==> src/rtl/fft_seq_pkg.sv <==
// fft_seq_pkg: shared constants for the in-place 8-point radix-2 FFT sequencer.
//   - FSM state encoding (3-bit, plain constants for legacy tools)
//   - transform size, stage count and data-memory address width
//   - complex word layout helpers ({re[31:16], im[15:0]})
package fft_seq_pkg;

  localparam int unsigned FFT_N      = 8;
  localparam int unsigned FFT_STAGES = 3;
  localparam int unsigned DM_AW      = 5;
  localparam int unsigned DM_DW      = 32;

  // Butterfly index within a stage (FFT_N/2 butterflies) and stage index widths.
  localparam int unsigned BF_W = 2;
  localparam int unsigned ST_W = 2;
  localparam int unsigned TW_W = 2;

  localparam logic [2:0] StIdle = 3'd0;
  localparam logic [2:0] StRdA  = 3'd1;
  localparam logic [2:0] StRdB  = 3'd2;
  localparam logic [2:0] StCalc = 3'd3;
  localparam logic [2:0] StWrA  = 3'd4;
  localparam logic [2:0] StWrB  = 3'd5;
  localparam logic [2:0] StNext = 3'd6;
  localparam logic [2:0] StFin  = 3'd7;

  localparam logic [BF_W-1:0] LastBfly  = BF_W'(FFT_N / 2 - 1);
  localparam logic [ST_W-1:0] LastStage = ST_W'(FFT_STAGES - 1);

endpackage

==> src/rtl/fft_addr_gen.sv <==
// fft_addr_gen: combinational operand-address and twiddle generator for one
// butterfly of an in-place decimation-in-time 8-point FFT.
//   base   in  DM_AW  word address of x[0] (bit-reversed input order)
//   stage  in  ST_W   current stage s (0..2)
//   bfly   in  BF_W   butterfly k within the stage (0..3)
//   addr_a out DM_AW  (base + ia) mod 32
//   addr_b out DM_AW  (base + ib) mod 32, ib = ia + 2^s
//   tw     out TW_W   twiddle exponent of W8
module fft_addr_gen
  import fft_seq_pkg::*;
(
  input  logic [DM_AW-1:0] base,
  input  logic [ST_W-1:0]  stage,
  input  logic [BF_W-1:0]  bfly,
  output logic [DM_AW-1:0] addr_a,
  output logic [DM_AW-1:0] addr_b,
  output logic [TW_W-1:0]  tw
);

  logic [2:0]      half;
  logic [BF_W-1:0] pos;
  logic [BF_W-1:0] grp;
  logic [2:0]      ia;
  logic [2:0]      ib;

  always_comb begin
    half = 3'b001 << stage;
    pos  = bfly & BF_W'(half - 3'd1);
    grp  = bfly >> stage;
    // grp * 2 * half is a shift by s+1; stage never exceeds 2 so s+1 fits in 2 bits.
    ia   = 3'({3'b000, grp} << (stage + 2'd1)) + {1'b0, pos};
    ib   = ia + half;
    tw   = TW_W'(pos << (2'd2 - stage));
    // Window may straddle the top of memory; 5-bit addition wraps silently.
    addr_a = base + {2'b00, ia};
    addr_b = base + {2'b00, ib};
  end

endmodule

==> src/rtl/fft_seq.sv <==
// fft_seq: multi-cycle sequencer that runs an in-place 8-point FFT on data
// memory by borrowing the pipeline's data-memory port and an external
// butterfly unit. Twelve butterflies (3 stages x 4) each take
// read A, read B, compute, write A, write B, advance.
//   clk, rst           clock, asynchronous active-low reset
//   start, base_addr   one-cycle request and address of x[0]
//   busy, done, stall  status to the pipeline (stall = busy | start)
//   dm_sel             data-memory port ownership (1 = fft_seq)
//   mem_rena/wena/addr/wdata, mem_rdata   data-memory port
//   bf_a, bf_b, bf_tw, bf_valid / bf_ready, bf_ya, bf_yb   butterfly handshake
module fft_seq
  import fft_seq_pkg::*;
(
  input  logic             clk,
  input  logic             rst,
  input  logic             start,
  input  logic [DM_AW-1:0] base_addr,
  output logic             busy,
  output logic             done,
  output logic             stall,
  output logic             dm_sel,
  output logic             mem_rena,
  output logic             mem_wena,
  output logic [DM_AW-1:0] mem_addr,
  output logic [DM_DW-1:0] mem_wdata,
  input  logic [DM_DW-1:0] mem_rdata,
  output logic [DM_DW-1:0] bf_a,
  output logic [DM_DW-1:0] bf_b,
  output logic [TW_W-1:0]  bf_tw,
  output logic             bf_valid,
  input  logic             bf_ready,
  input  logic [DM_DW-1:0] bf_ya,
  input  logic [DM_DW-1:0] bf_yb
);

  logic [2:0]       state_q, state_d;
  logic [DM_AW-1:0] base_q, base_d;
  logic [ST_W-1:0]  stage_q, stage_d;
  logic [BF_W-1:0]  bfly_q, bfly_d;
  logic [DM_DW-1:0] op_a_q, op_a_d;
  logic [DM_DW-1:0] op_b_q, op_b_d;
  logic [DM_DW-1:0] res_a_q, res_a_d;
  logic [DM_DW-1:0] res_b_q, res_b_d;

  logic [DM_AW-1:0] addr_a;
  logic [DM_AW-1:0] addr_b;
  logic [TW_W-1:0]  tw;

  fft_addr_gen u_addr_gen (
    .base   (base_q),
    .stage  (stage_q),
    .bfly   (bfly_q),
    .addr_a (addr_a),
    .addr_b (addr_b),
    .tw     (tw)
  );

  always_ff @(posedge clk or negedge rst) begin
    if (!rst) begin
      state_q <= StIdle;
      base_q  <= '0;
      stage_q <= '0;
      bfly_q  <= '0;
      op_a_q  <= '0;
      op_b_q  <= '0;
      res_a_q <= '0;
      res_b_q <= '0;
    end else begin
      state_q <= state_d;
      base_q  <= base_d;
      stage_q <= stage_d;
      bfly_q  <= bfly_d;
      op_a_q  <= op_a_d;
      op_b_q  <= op_b_d;
      res_a_q <= res_a_d;
      res_b_q <= res_b_d;
    end
  end

  always_comb begin
    state_d = state_q;
    base_d  = base_q;
    stage_d = stage_q;
    bfly_d  = bfly_q;
    op_a_d  = op_a_q;
    op_b_d  = op_b_q;
    res_a_d = res_a_q;
    res_b_d = res_b_q;
    case (state_q)
      StIdle: begin
        // Only IDLE looks at start, so a request while running is dropped.
        if (start) begin
          base_d  = base_addr;
          stage_d = '0;
          bfly_d  = '0;
          state_d = StRdA;
        end
      end
      StRdA: begin
        op_a_d  = mem_rdata;
        state_d = StRdB;
      end
      StRdB: begin
        op_b_d  = mem_rdata;
        state_d = StCalc;
      end
      StCalc: begin
        if (bf_ready) begin
          res_a_d = bf_ya;
          res_b_d = bf_yb;
          state_d = StWrA;
        end
      end
      StWrA: state_d = StWrB;
      StWrB: state_d = StNext;
      StNext: begin
        if (bfly_q != LastBfly) begin
          bfly_d  = bfly_q + 1'b1;
          state_d = StRdA;
        end else if (stage_q != LastStage) begin
          stage_d = stage_q + 1'b1;
          bfly_d  = '0;
          state_d = StRdA;
        end else begin
          state_d = StFin;
        end
      end
      StFin:   state_d = StIdle;
      default: state_d = StIdle;
    endcase
  end

  // busy already drops in FIN so the pipeline resumes in step with done.
  always_comb begin
    busy     = (state_q != StIdle) && (state_q != StFin);
    done     = (state_q == StFin);
    stall    = busy | start;
    dm_sel   = (state_q != StIdle);
    mem_rena = (state_q == StRdA) || (state_q == StRdB);
    mem_wena = (state_q == StWrA) || (state_q == StWrB);
    bf_valid = (state_q == StCalc);
    bf_a     = op_a_q;
    bf_b     = op_b_q;
    bf_tw    = tw;
    mem_addr  = '0;
    mem_wdata = '0;
    case (state_q)
      StRdA:   mem_addr = addr_a;
      StRdB:   mem_addr = addr_b;
      StWrA: begin
        mem_addr  = addr_a;
        mem_wdata = res_a_q;
      end
      StWrB: begin
        mem_addr  = addr_b;
        mem_wdata = res_b_q;
      end
      default: begin
        mem_addr  = '0;
        mem_wdata = '0;
      end
    endcase
  end

endmodule

==> config.mk <==
export PLATFORM = sky130hd
export DESIGN_NAME = fft_seq
export DESIGN_NICKNAME = d
export VERILOG_FILES = /design/src/rtl/fft_seq_pkg.sv /design/src/rtl/fft_addr_gen.sv /design/src/rtl/fft_seq.sv
export SDC_FILE = /design/constraint.sdc
export NUM_CORES = 1
export LEC_CHECK = 0
export CORE_MARGIN = 2
export CORE_UTILIZATION = 40
export DETAILED_ROUTE_END_ITERATION = 12
export PLACE_DENSITY = 0.72
export SLEW_MARGIN = 20
export SYNTH_ARGS = -nofsm -noshare
export SYNTH_HDL_FRONTEND = slang
export SYNTH_HIERARCHICAL = 1
export SYNTH_SLANG_ARGS = --single-unit
==> constraint.sdc <==
create_clock -name clk -period 4.7 [get_ports clk]
set_input_delay 0.47 -clock clk [delete_from_list [all_inputs] [get_ports clk]]
set_output_delay 0.47 -clock clk [all_outputs]
set_load 0.005 [all_outputs]
* Yosys cells after proc, flatten, opt, wreduce, memory -nomap -nowiden
Cells that the tools add are included.
** Word-level totals
- Logic and storage cells :: 64
- Bits in registers :: 140
** Operators by class
- Equal/unequal tests :: 15
- Add/sub/neg operators :: 8
- Shift-type cells :: 4
- Mux-type cells :: 14
- Bitwise logic cells :: 2
- Reductions and logical operators :: 13
** Operators with widths (count)
- $pmux 32 s2 :: 1
- $pmux 3 s8 :: 1
- $eq 3x3->1 const B :: 4
- $mux 3 :: 4
- $add 5x3->5 :: 2
- $mux 2 :: 5
- $ne 2x2->1 const B :: 5
- $pmux 5 s2 :: 1
- $pmux 2 s2 :: 2
- $eq 3x2->1 const B :: 2
- $ne 3x3->1 const B :: 2
- $reduce_and 2->1 :: 3
- $add 2x1->2 const B :: 2
- $reduce_and 4->1 :: 1
- $reduce_or 2->1 :: 2
- $add 3x2->3 :: 1
- $add 3x3->3 :: 1
- $eq 3x1->1 const B :: 1
- $logic_not 3->1 :: 1
- $reduce_and 3->1 :: 1
- $reduce_bool 3->1 :: 1
- $shl 1x2->3 const A :: 1
- $shl 2x2->3 :: 1
- $and 2x2->2 :: 1
- 9 further kinds :: 10

* Longest topological paths before layout
- Depth in word-level cells :: 7
- Depth in mapped cells :: 14
- Gate-level depth less buffers :: 14

* Modules after synthesis
The synthesis kept the hierarchy.
** By module, submodules not included
- fft_seq :: sequential area each 3503.4 sq um, instances 1, area an instance 5875.6 sq um, cells an instance 387
- fft_addr_gen :: sequential area each 0.0 sq um, instances 1, area an instance 460.4 sq um, cells an instance 50

* Worst setup path after synthesis
OpenSTA, ideal clock, no wires.
- Kind :: register -> output
- Start :: register stage_q[0]
- End :: output port mem_addr[4]
- Path buffers :: 0
- Required time :: 4.230 ns
- Data arrival time :: 3.636 ns
- Setup slack :: 0.594 ns
- Stages on the path, launching flop included :: 14
- Path through :: dfrtp_1 inv_1 ha_1 nor4b_1 fa_1 fa_1 xor2_1 xnor3_1 ha_1 nor2b_1 o21ai_1 xnor2_1 mux2i_1 o21ai_0
** On the way
- Cells in the longest elaborated chain, start to end :: 7
- Elaborated cells on any way between the ends :: 11
- Classes of those cells :: add/sub: 6; shift: 3; mux: 1; bitwise: 1
** RTL lines
- from (decl) :: line fft_seq.sv:38 : logic [ST_W-1:0] stage_q, stage_d;
- from (signal assigned) :: line fft_seq.sv:71 : stage_q <= stage_d;
- $shl 1x2->3 :: line fft_addr_gen.sv:27 : half = 3'b001 << stage;
- $sub 2x1->2 :: line fft_addr_gen.sv:28 : pos = bfly & BF_W'(half - 3'd1);
- $and 2x2->2 :: line fft_addr_gen.sv:28
- $add 3x2->3 :: line fft_addr_gen.sv:31 : ia = 3'({3'b000, grp} << (stage + 2'd1)) + {1'b0, pos};
- $add 3x3->3 * :: line fft_addr_gen.sv:32 : ib = ia + half;
- $add 5x3->5 * :: line fft_addr_gen.sv:36 : addr_b = base + {2'b00, ib};
- net addr_b[4] :: line fft_seq.sv:46 : logic [DM_AW-1:0] addr_b;
- $pmux 5 s2 * :: line fft_seq.sv:147 : case (state_q)
- to (decl) :: line fft_seq.sv:24 : output logic [DM_AW-1:0] mem_addr,
The timed path passes the listed nets; every way through them passes the cells marked *.

* Worst setup path in the final report
Same ends and word-level chain as after synthesis.

==> reports/qor.txt <==
CTS tree: done
Drt wl/cell: 17.6 um
PortBufs: 214
Worst path bufs/invs: 2
CP peak stage delay: 0.53 ns
IO Pins: 215
Cells after synthesis: 437
Async set or reset register ratio after synthesis: 1.00
Layout cells sized above 1: 0.300
Via count: 4401
Internal power: 4.43 mW
CTS Buf Count: 17
Main synth FF type: dfrtp_1
Final instance area: 0.00932 mm^2
Diodes inserted: 0
Post-Place Worst Slack: -0.0115 ns
Crit-path max FO: 8
Hpwl dp: 10.8 mm
Worst endpoint data arrival time: 4.05 ns
CP Launch Type: flip-flop
Skew final: 0.00999 ns
Top sig layer: met4
Residual DRC count: 0
First-pass GRT wire length: 24.5 mm
Core region area: 0.0157 mm^2
Seq/Total Area, Yosys: 0.553
GPL Wtd Cong: 0.762
Switching Fraction: 0.318
Die H: 130 um
Area Overhead vs Synth: 47.1%
Pleak: 3.91 nW
DRT Wirelength: 15.5 mm
PwrDens: 698 mW/mm^2
Clock power frac: 0.203
Met2 wire length: 8.07 mm
CTS Root Cell: clkbuf_16
Critical path type: flip-flop to output pin
Placed instance area: 0.00867 mm^2
Register share of total power: 0.341
Largest net degree at the start of global routing: 105
Synth Area per Inst: 14.5 um^2
CP required: 4.23 ns
Die area: 0.0169 mm^2
Final setup viols: 0
Final ANT Viol Nets: 0
Std cell rows: 46
Met1 wire length: 6.18 mm
Clock buffer depth: 2
Synth top area share: 0.553
Largest cells by area after synthesis: dfrtp_1 (55%), mux2_2 (23%), a22o_1 (4.4%), ha_1 (2.6%), fa_1 (1.3%)
Max Cap Viol: 0
Drt first-iter violations: 145
Worst path top cell family by delay: adder cells
Top cell type by total area after synthesis: dfrtp_1
RSZ-0062 raised after global routing: true
Logic gate share of total power: 0.456
Tot GR Track Use: 0.188
Max_slew headroom: 0.376
Nets: 776
Syn_nets: 559
Power, Total: 6.50 mW
Most frequent cell on the critical path: o21ai_1
H-Tree Depth: 4
Cell variety after synth: 44
Met3 routed wirelength: 912 um
Hold Path Class: primary input to async pin
Maximum clock frequency: 0.221 GHz
Top post-synthesis cells by count: dfrtp_1 (140), mux2_2 (128), a22o_1 (32)
R2R Path Start: state_q[2]
Worst path cell trace: buf_4 > ha_2 > xnor2_2 > and2_1 > fa_1 > fa_2 > xor2_1 > xnor3_1 > ha_4 > nor2b_1 > o21ai_1 > xnor2_1 > mux2i_1 > o21ai_1 > clkbuf_2
Initial core utilization: 0.405
TNS Setup: 0 ns
Clock latency on the worst-skew pair: 0.42 ns
Setup bufs post-CTS: 0
Total iterations of the first detailed-routing run: 4
Fin. max-slew vios: 0
Worst vdd ir: 375 uV
Worst-Margin Slew: 0.936 ns
Clock transition at the registers of the reported paths: 0.07 ns
Critical path's slowest cell: fa_1
Global route overflow: 0
Post-synth EDFFs: 0
Final Critical Period: 4.52 ns
Yosys reg bits: 140
Post-route worst setup slack: 0.181 ns
Via density: 4.98
Final cycle utilization of the critical path: 0.961
Most common cell in the netlist: dfrtp_1
Initial antenna violation count: 0
Vias in the first global route: 4608
Net switching power of the design: 2.07 mW
Fin util: 0.595
Final hold violation count: 0
Crit. End Element: output pin
Mapped Area: 0.00634 mm^2
Die Span X: 130 um
CTS Sinks: 140
Outcome: finished clean
Crit path from: stage_q[0]
Yosys warning count: 6
-- per-layer routing --
metal  global-route usage  vias to the layer above
met1                0.227                     2232
met5                    0                        -
li1                     -                     2022
met4               0.0677                        0
met2                0.316                      124
met3               0.0623                       23
-- metrics by stage --
step / hold WS (ns) / instances
6_report: 0.175 / 883
5_1_grt: 0.242 / 883
4_1_cts: 0.219 / 883
3_5_place_dp: 0.494 / 851
3_3_place_gp: 0.488 / 851
2_1_floorplan: 0.174 / 437
-- cells by family after synthesis --
kind of cell	after synthesis	share of synthesized area
AO/OA/AOI/OAI	59	0.0721
XOR/XNOR	11	0.0174
adder cells (fa/ha/maj)	17	0.0383
buffers and inverters	33	0.0312
flip-flops	140	0.553
multiplexers	141	0.252
AND/OR/NAND/NOR	36	0.0361
-- layout by cell type (no fill, tap or decap), types with 3 or more instances in the layout --
master / instances
a21o_1: 3
a22o_1: 32
a32oi_1: 5
buf_4: 9
clkbuf_16: 17
clkdlybuf4s50_1: 210
clkinvlp_4: 3
dfrtp_1: 140
ha_1: 9
inv_1: 5
inv_2: 3
inv_6: 5
inv_8: 3
mux2_2: 128
mux2_4: 5
mux2i_1: 8
nand2_1: 8
nand3_1: 4
nor2_1: 3
o21ai_0: 7
o21ai_1: 3
xnor2_1: 5
xnor2_2: 3
-- layout make-up --
class | instances | area (um^2)
inverter | 8 | 30.0
clock buffer | 17 | 425
timing repair buffer | 223 | 2210
multi-input combinational | 264 | 2730
sequential | 140 | 3500
clock inverter | 15 | 153
fill | 1259 | 6330
tap | 216 | 270
-- power groups by stage --
stage / clock (mW) / combinational, mW / sequential (mW)
4_1_cts: 1.35 / 2.92 / 2.22
3_3_place_gp: 0 / 2.77 / 2.19
5_1_grt: 1.42 / 3.19 / 2.30
2_1_floorplan: 0 / 1.63 / 2.14
3_5_place_dp: 0 / 2.85 / 2.23
6_report: 1.32 / 2.96 / 2.22
-- registers in the layout, summed over array words and instances, names as in the netlist --
name	cells
stage_q	2
state_q	3
res_b_q	32
bf_a	32
res_a_q	32
bfly_q	2
bf_b	32
base_q	5
-- final timing paths --
check	endpoint	slack, ns	cells past startpoint
hold reg to reg	bf_a[21]	0.51	1
min in group clk	bf_a[21]	0.51	1
setup / recovery	mem_addr[4]	0.18	15
hold / removal	bf_a[29]	0.17	1
setup reg to reg	res_a_q[25]	2.01	4
max in group asynchronous	res_a_q[12]	3.47	2
-- timing repair --
item,in CTS,in global routing
gates resized for setup,12,9
hold buffers,0,0
pin swaps,2,5
endpoints found under the setup margin,3,3
Note: power is estimated with default switching activity, not from simulation.
